File: config.mk
export PLATFORM = sky130hd
export DESIGN_NAME = pipe_hazard_scoreboard
export DESIGN_NICKNAME = d
export VERILOG_FILES = /design/src/rtl/pipe_pkg.sv /design/src/rtl/hazard_fwd_sel.sv /design/src/rtl/pipe_hazard_scoreboard.sv
export SDC_FILE = /design/constraint.sdc
export NUM_CORES = 1
export LEC_CHECK = 0
export ABC_AREA = 1
export BUFFER_PORTS_ARGS = -buffer_cell sky130_fd_sc_hd__buf_4
export CELL_PAD_IN_SITES_DETAIL_PLACEMENT = 1
export CELL_PAD_IN_SITES_GLOBAL_PLACEMENT = 2
export CORE_ASPECT_RATIO = 1.25
export CORE_UTILIZATION = 32
export CTS_CLUSTER_SIZE = 20
export DETAILED_ROUTE_END_ITERATION = 16
export PLACE_DENSITY = 0.8
export SLEW_MARGIN = 20
export SYNTH_ARGS = -nofsm -noshare
export SYNTH_HDL_FRONTEND = slang
export SYNTH_SLANG_ARGS = --single-unit
export TNS_END_PERCENT = 5
File: constraint.sdc
create_clock -name clk -period 2.2 [get_ports clk]
set_input_delay 0 -clock clk [delete_from_list [all_inputs] [get_ports clk]]
set_output_delay 0 -clock clk [all_outputs]
set_load 0.01 [all_outputs]
File: src/rtl/pipe_pkg.sv
// Shared pipeline definitions: forwarding-select encoding and scoreboard entry layout.
// The forwarding constants and entry type are also used by the CPU datapath operand muxes.
package pipe_pkg;

    localparam int unsigned REG_AW = 5;

    // Operand-select encoding for the ID/EX forwarding muxes
    localparam logic [1:0] FWD_RF  = 2'd0;
    localparam logic [1:0] FWD_EX  = 2'd1;
    localparam logic [1:0] FWD_MEM = 2'd2;
    localparam logic [1:0] FWD_WB  = 2'd3;

    typedef struct packed {
        logic              valid;
        logic              wreg;
        logic [REG_AW-1:0] rd;
        logic              is_load;
    } sb_entry_t;

    // An entry produces r when it will write r; register 0 is never produced.
    function automatic logic produces(input sb_entry_t e, input logic [REG_AW-1:0] r);
        return e.valid && e.wreg && (e.rd == r) && (r != '0);
    endfunction

endpackage

File: src/rtl/hazard_fwd_sel.sv
// Priority match of one source operand against the EX/MEM/WB scoreboard entries.
// Produces the forwarding select and a load-use flag for that operand.
module hazard_fwd_sel
    import pipe_pkg::*;
(
    input  logic [REG_AW-1:0] src_i,
    input  logic              use_src_i,
    input  sb_entry_t         ex_i,
    input  sb_entry_t         mem_i,
    input  sb_entry_t         wb_i,
    output logic [1:0]        fwd_o,
    output logic              load_use_o
);

    // Youngest producer wins; a load still in EX cannot forward yet
    always_comb begin
        fwd_o      = FWD_RF;
        load_use_o = 1'b0;
        if (use_src_i) begin
            if (produces(ex_i, src_i)) begin
                fwd_o      = FWD_EX;
                load_use_o = ex_i.is_load;
            end else if (produces(mem_i, src_i)) begin
                fwd_o = FWD_MEM;
            end else if (produces(wb_i, src_i)) begin
                fwd_o = FWD_WB;
            end
        end
    end

endmodule

File: src/rtl/pipe_hazard_scoreboard.sv
// Data-hazard resolution unit beside the ID stage: tracks in-flight destinations in
// EX/MEM/WB, drives operand forwarding selects and a one-cycle load-use stall.
// Optional build macro HAZARD_STALL_CNT_EN adds a saturating stall_cnt output.
module pipe_hazard_scoreboard
    import pipe_pkg::*;
#(
    parameter int unsigned AW   = 5,
    parameter int unsigned CNTW = 32
) (
    input  logic          clk,
    input  logic          clrn,
    input  logic          id_valid,
    input  logic [AW-1:0] id_rs,
    input  logic [AW-1:0] id_rt,
    input  logic          id_use_rs,
    input  logic          id_use_rt,
    input  logic          id_wreg,
    input  logic [AW-1:0] id_rd,
    input  logic          id_is_load,
    input  logic          flush,
    output logic          stall,
    output logic [1:0]    fwd_a,
    output logic [1:0]    fwd_b
`ifdef HAZARD_STALL_CNT_EN
    ,
    output logic [CNTW-1:0] stall_cnt
`endif
);

    // Entry layout in the package fixes the register-address width
    if (AW != REG_AW) begin : g_aw_check
        $error("pipe_hazard_scoreboard: AW must equal pipe_pkg::REG_AW");
    end
    if (CNTW < 1) begin : g_cntw_check
        $error("pipe_hazard_scoreboard: CNTW must be at least 1");
    end

    sb_entry_t ex_q, mem_q, wb_q;
    sb_entry_t ex_d, mem_d, wb_d;
    logic      lu_a, lu_b;

    hazard_fwd_sel u_sel_rs (
        .src_i      (id_rs),
        .use_src_i  (id_valid & id_use_rs),
        .ex_i       (ex_q),
        .mem_i      (mem_q),
        .wb_i       (wb_q),
        .fwd_o      (fwd_a),
        .load_use_o (lu_a)
    );

    hazard_fwd_sel u_sel_rt (
        .src_i      (id_rt),
        .use_src_i  (id_valid & id_use_rt),
        .ex_i       (ex_q),
        .mem_i      (mem_q),
        .wb_i       (wb_q),
        .fwd_o      (fwd_b),
        .load_use_o (lu_b)
    );

    // Flush squashes the ID instruction, so it can never cause a stall
    assign stall = (lu_a | lu_b) & ~flush;

    // Scoreboard always advances; only ID insertion is replaced by a bubble
    always_comb begin
        wb_d  = mem_q;
        mem_d = ex_q;
        ex_d  = '0;
        if (id_valid && !stall && !flush) begin
            ex_d.valid   = 1'b1;
            ex_d.wreg    = id_wreg;
            ex_d.rd      = id_rd;
            ex_d.is_load = id_is_load;
        end
    end

    // Entry pipeline; reset discards everything in flight
    always_ff @(posedge clk or negedge clrn) begin
        if (!clrn) begin
            ex_q  <= '0;
            mem_q <= '0;
            wb_q  <= '0;
        end else begin
            ex_q  <= ex_d;
            mem_q <= mem_d;
            wb_q  <= wb_d;
        end
    end

`ifdef HAZARD_STALL_CNT_EN
    logic [CNTW-1:0] stall_cnt_q, stall_cnt_d;

    // Saturating count of stall cycles
    always_comb begin
        stall_cnt_d = stall_cnt_q;
        if (stall && (stall_cnt_q != '1)) begin
            stall_cnt_d = stall_cnt_q + 1'b1;
        end
    end

    // Stall counter register
    always_ff @(posedge clk or negedge clrn) begin
        if (!clrn) begin
            stall_cnt_q <= '0;
        end else begin
            stall_cnt_q <= stall_cnt_d;
        end
    end

    assign stall_cnt = stall_cnt_q;
`endif

endmodule

Word level (Yosys, flattened, before mapping) --
Index checks and enable logic that the tools add are counted.
Cells by class: mux-type cells 13, bitwise gates (word level) 5, reductions and logical operators 21, eq/ne operators 6
Operator list (number):
- $eq 5x5->1 | 6
- $logic_and 1x1->1 | 17
- $mux 2 | 8
- $reduce_bool 5->1 | 2
- $mux 8 | 1
- $mux 1 | 4
- $and 1x1->1 | 3
- $logic_not 1->1 | 2
- $not 1->1 | 1
- $or 1x1->1 | 1
Word-level totals: register bits 22, bits of input ports 23

Depth between registers and ports, before layout --
depth in word-level cells 11, mapped depth 11

Modules after synthesis --
A second synthesis with hierarchy kept.
Unflattened totals: cell total of the unflattened synthesis 248, area, all modules 1541.5 um^2
By module, submodules not included:
- hazard_fwd_sel | cells each 100, seq. area each 0.0 um^2, times used 2, area each 422.9 um^2
- pipe_hazard_scoreboard | cells each 48, seq. area each 600.6 um^2, times used 1, area each 695.7 um^2

Least setup slack after synthesis --
OpenSTA, ideal clock, no wires.
path type register to register, start register ex_q[4] in the netlist's numbering, end register ex_q[0] in the netlist's numbering, buffers on the path 0, stages on the path, launching flop included 11, setup slack 0.967 ns, data arrival time 1.118 ns, setup time 0.115 ns, cell sequence dfrtp_1 > inv_1 > nand2_1 > nand2_1 > nand2_1 > nor2_1 > nand3_2 > nand2_2 > nand2_4 > nand2_8 > nor2_2
RTL lines:
- from (decl) | RTL line pipe_hazard_scoreboard.sv:38 | sb_entry_t ex_q, mem_q, wb_q;
- from (signal assigned) | RTL line pipe_hazard_scoreboard.sv:81 | ex_q <= '0;
- from (signal assigned) | RTL line pipe_hazard_scoreboard.sv:85 | ex_q <= ex_d;

Worst setup path in the final report --
start register ex_q[4] in the netlist's numbering, end output port stall
On the way: word-level cells in the longest chain between the ends 7
Ends and longest elaborated chain:
- $eq 5x5->1 | RTL line pipe_pkg.sv:22 | return e.valid && e.wreg && (e.rd == r) && (r != '0);
- $logic_and 1x1->1 (2 in series) | RTL line pipe_pkg.sv:22
- $mux 1 | RTL line hazard_fwd_sel.sv:20 | if (produces(ex_i, src_i)) begin
- $mux 1 | RTL line hazard_fwd_sel.sv:19 | if (use_src_i) begin
- $or 1x1->1 * | RTL line pipe_hazard_scoreboard.sv:63 | assign stall = (lu_a | lu_b) & ~flush;
- $and 1x1->1 * | RTL line pipe_hazard_scoreboard.sv:63
- to (decl) | RTL line pipe_hazard_scoreboard.sv:21 | output logic stall,
Every way passes the cells marked *; elsewhere a longest branch is shown, timed or not.

==> run summary <==
status: complete, no violations
Lkg Pwr: 0.886 nW
Core Area: 3850 um^2
Syn Inst Count: 170
clock sink count: 22
setup TNS: 0 ns
DRC viols: 0
critical-path cell list: inv_1 -> nand2_1 -> nand2_1 -> nand2_1 -> nor2_1 -> nand3_2 -> nand2_2 -> nand2_4 -> inv_2 -> buf_4
largest area contributor in the netlist: dfrtp_1
Slew Limit Fails: 0
Port Buffers: 27
post-synthesis average cell area: 7.71 um^2
vias in the first global route: 1304
critical path's top delay family: simple AND/OR/NAND/NOR gates
Die Width: 59.3 um
reg2reg end: ex_q[4]
first-pass GRT wire length: 5930 um
Placer Congestion: 0.765
Fin. Hold Viols: 0
# nets final: 233
most frequent cells after synthesis: nand2_1, inv_1, dfrtp_1
most frequent cell after synthesis: nand2_1
Buf+Inv Stages, Crit Path: 3
vias: 1162
DP HPWL: 2980 um
Top-Level Pins: 28
CP max stage delay: 0.46 ns
H-tree Lvls: 1
Hold Crit Depth: 4
WL/cell: 13.4 um
Seq/Total Area, Yosys: 42.0%
#FFs+latches synth: 22
fill count: 477
Worst Tran Pin Value: 0.283 ns
Highest Signal Layer: met4
Final Util: 44.3%
Crit-path slowest cell: dfrtp_1
Num CTS Buffers: 3
layout cells sized above 1: 28.4%
Worst Skew: 0.00131 ns
met3 wire len: 65 um
YS warnings: 0
post-synth cell types: 26
Hold EP: ex_q[7]
Post-Syn Area: 1310 um^2
area grow syn2layout: 29.9%
crit start category: flop
RSZ-0062 raised after global routing: no
VDD IR max: 0.344 mV
EDFF count, synth: 0
pre-CTS setup slack: 0.752 ns
PD cells: 490 nW/um^2
Final Worst Setup Slack: 0.592 ns
initial antenna violation count: 0
CTS root buf: clkbuf_8
flop2flop setup slack: 0.76 ns
Final ANT Viol Nets: 0
largest net degree at the start of global routing: 23
CP Depth: 10
initial DRC count: 38
CP required: 2.20 ns
Setup CP Type: reg2out
first drt pass iteration count: 3
total track usage: 18.9%
maxcap violations: 0
ys flop type: dfrtp_1
ranking of synthesized cells by area: dfrtp_1, nand2_1, inv_1
Period Utilization, post-route: 73.1%
minimum clock period after layout: 1.61 ns
count of final setup violators: 0
die height: 73.6 um
diode count: 0
Routed met2 length: 2070 um
Yosys top cell area share: 42.0%
maximum fanout along the worst path: 4
R2R cell count: 10
cts hold-fix bufs: 8
Clk Latency, worst-skew pair: 0.25 ns
Async SR Flop Fraction: 100%
Via-to-Cell Ratio: 4.44
cell row count: 25
M1 WL: 1350 um
Die ar.: 4360 um^2
Crit path top cell by count: nand2_1
Worst Hold Class: in2reg
Max clock buf depth: 2
postcts setup bufs: 0
Resized Gates After CTS: 0
Max Clk Rate: 622 MHz
Worst EP arrival: 1.61 ns
total length of routed wires: 3500 um
HP Start: flush
Syn Nets: 193
slew margin rel.: 81.1%
gr ovfl total: 0
Crit. End Element: output port
Initial Utilization: 34.1%
CTS tree: yes
Reg clk slew, reported paths: 0.08 ns
R2R Path Start: ex_q[4]
==> logic make-up after synthesis <==
family,Yosys count,synth area share (%)
simple gates,87,33.1
buf+inv,36,10.3
flops,22,42.0
compound gates,13,6.58
xor+xnor,12,8.02
==> worst min-delay path: stages <==
cell	delay [ns]
buf_4	0.09
nor2_2	0.06
nand2_8	0.10
inv_2	0.03
==> state kept, by name, indices dropped and copies added (netlist names) <==
name and count:
wb_q 7, mem_q 7, ex_q 8
==> report_power, final <==
part / internal [mW] / switching (mW) / total [mW]
Clock: 0.122 / 0.124 / 0.245
Sequential: 0.420 / 0.0144 / 0.435
Combinational: 0.0712 / 0.0831 / 0.154
Total: 0.613 / 0.221 / 0.834
==> how the worst max path moves through the flow <==
stage / slack [ns] / startpoint / to
3_5_place_dp: 0.75 / ex_q[4] / ex_q[4]
5_1_grt: 0.40 / ex_q[4] / stall
4_1_cts: 0.58 / ex_q[4] / stall
3_3_place_gp: 0.82 / ex_q[4] / ex_q[3]
6_report: 0.59 / ex_q[4] / stall
2_1_floorplan: 0.97 / ex_q[4] / ex_q[0]
==> per-stage QoR <==
step / power [mW] / hold slack, ns / instances / area [um^2]
6_report: 0.834 / 0.0555 / 262 / 1700
5_1_grt: 0.890 / 0.0628 / 262 / 1700
4_1_cts: 0.847 / 0.0540 / 262 / 1700
3_5_place_dp: 0.589 / -0.0896 / 251 / 1580
3_3_place_gp: 0.583 / -0.0988 / 251 / 1580
2_1_floorplan: 0.515 / -0.296 / 170 / 1310
==> per-layer routing <==
metal / GRT usage [%] / up-vias
li1: - / 584
met1: 21.5 / 559
met2: 37.0 / 17
met3: 2.11 / 2
met4: 3.17 / 0
met5: 0 / -
==> cells in the final DEF, fill, tap and decap left out, types with 7 or more instances in the layout <==
| cell type | count |
|---|---|
| inv_2 | 8 |
| xor2_1 | 7 |
| dlygate4sd3_1 | 8 |
| inv_1 | 27 |
| nor2_1 | 10 |
| nor2_2 | 12 |
| buf_4 | 27 |
| dfrtp_1 | 22 |
| nand2_1 | 43 |
==> cell type report <==
class	instances	area, um^2	area share (%)
Multi-Input combinational cell	112	626	36.7
Sequential cell	22	551	32.3
Timing Repair Buffer	35	283	16.6
Inverter	36	135	7.94
Tap cell	54	67.6	3.97
Clock buffer	3	41.3	2.42
Power figures use the tool's default switching activity.
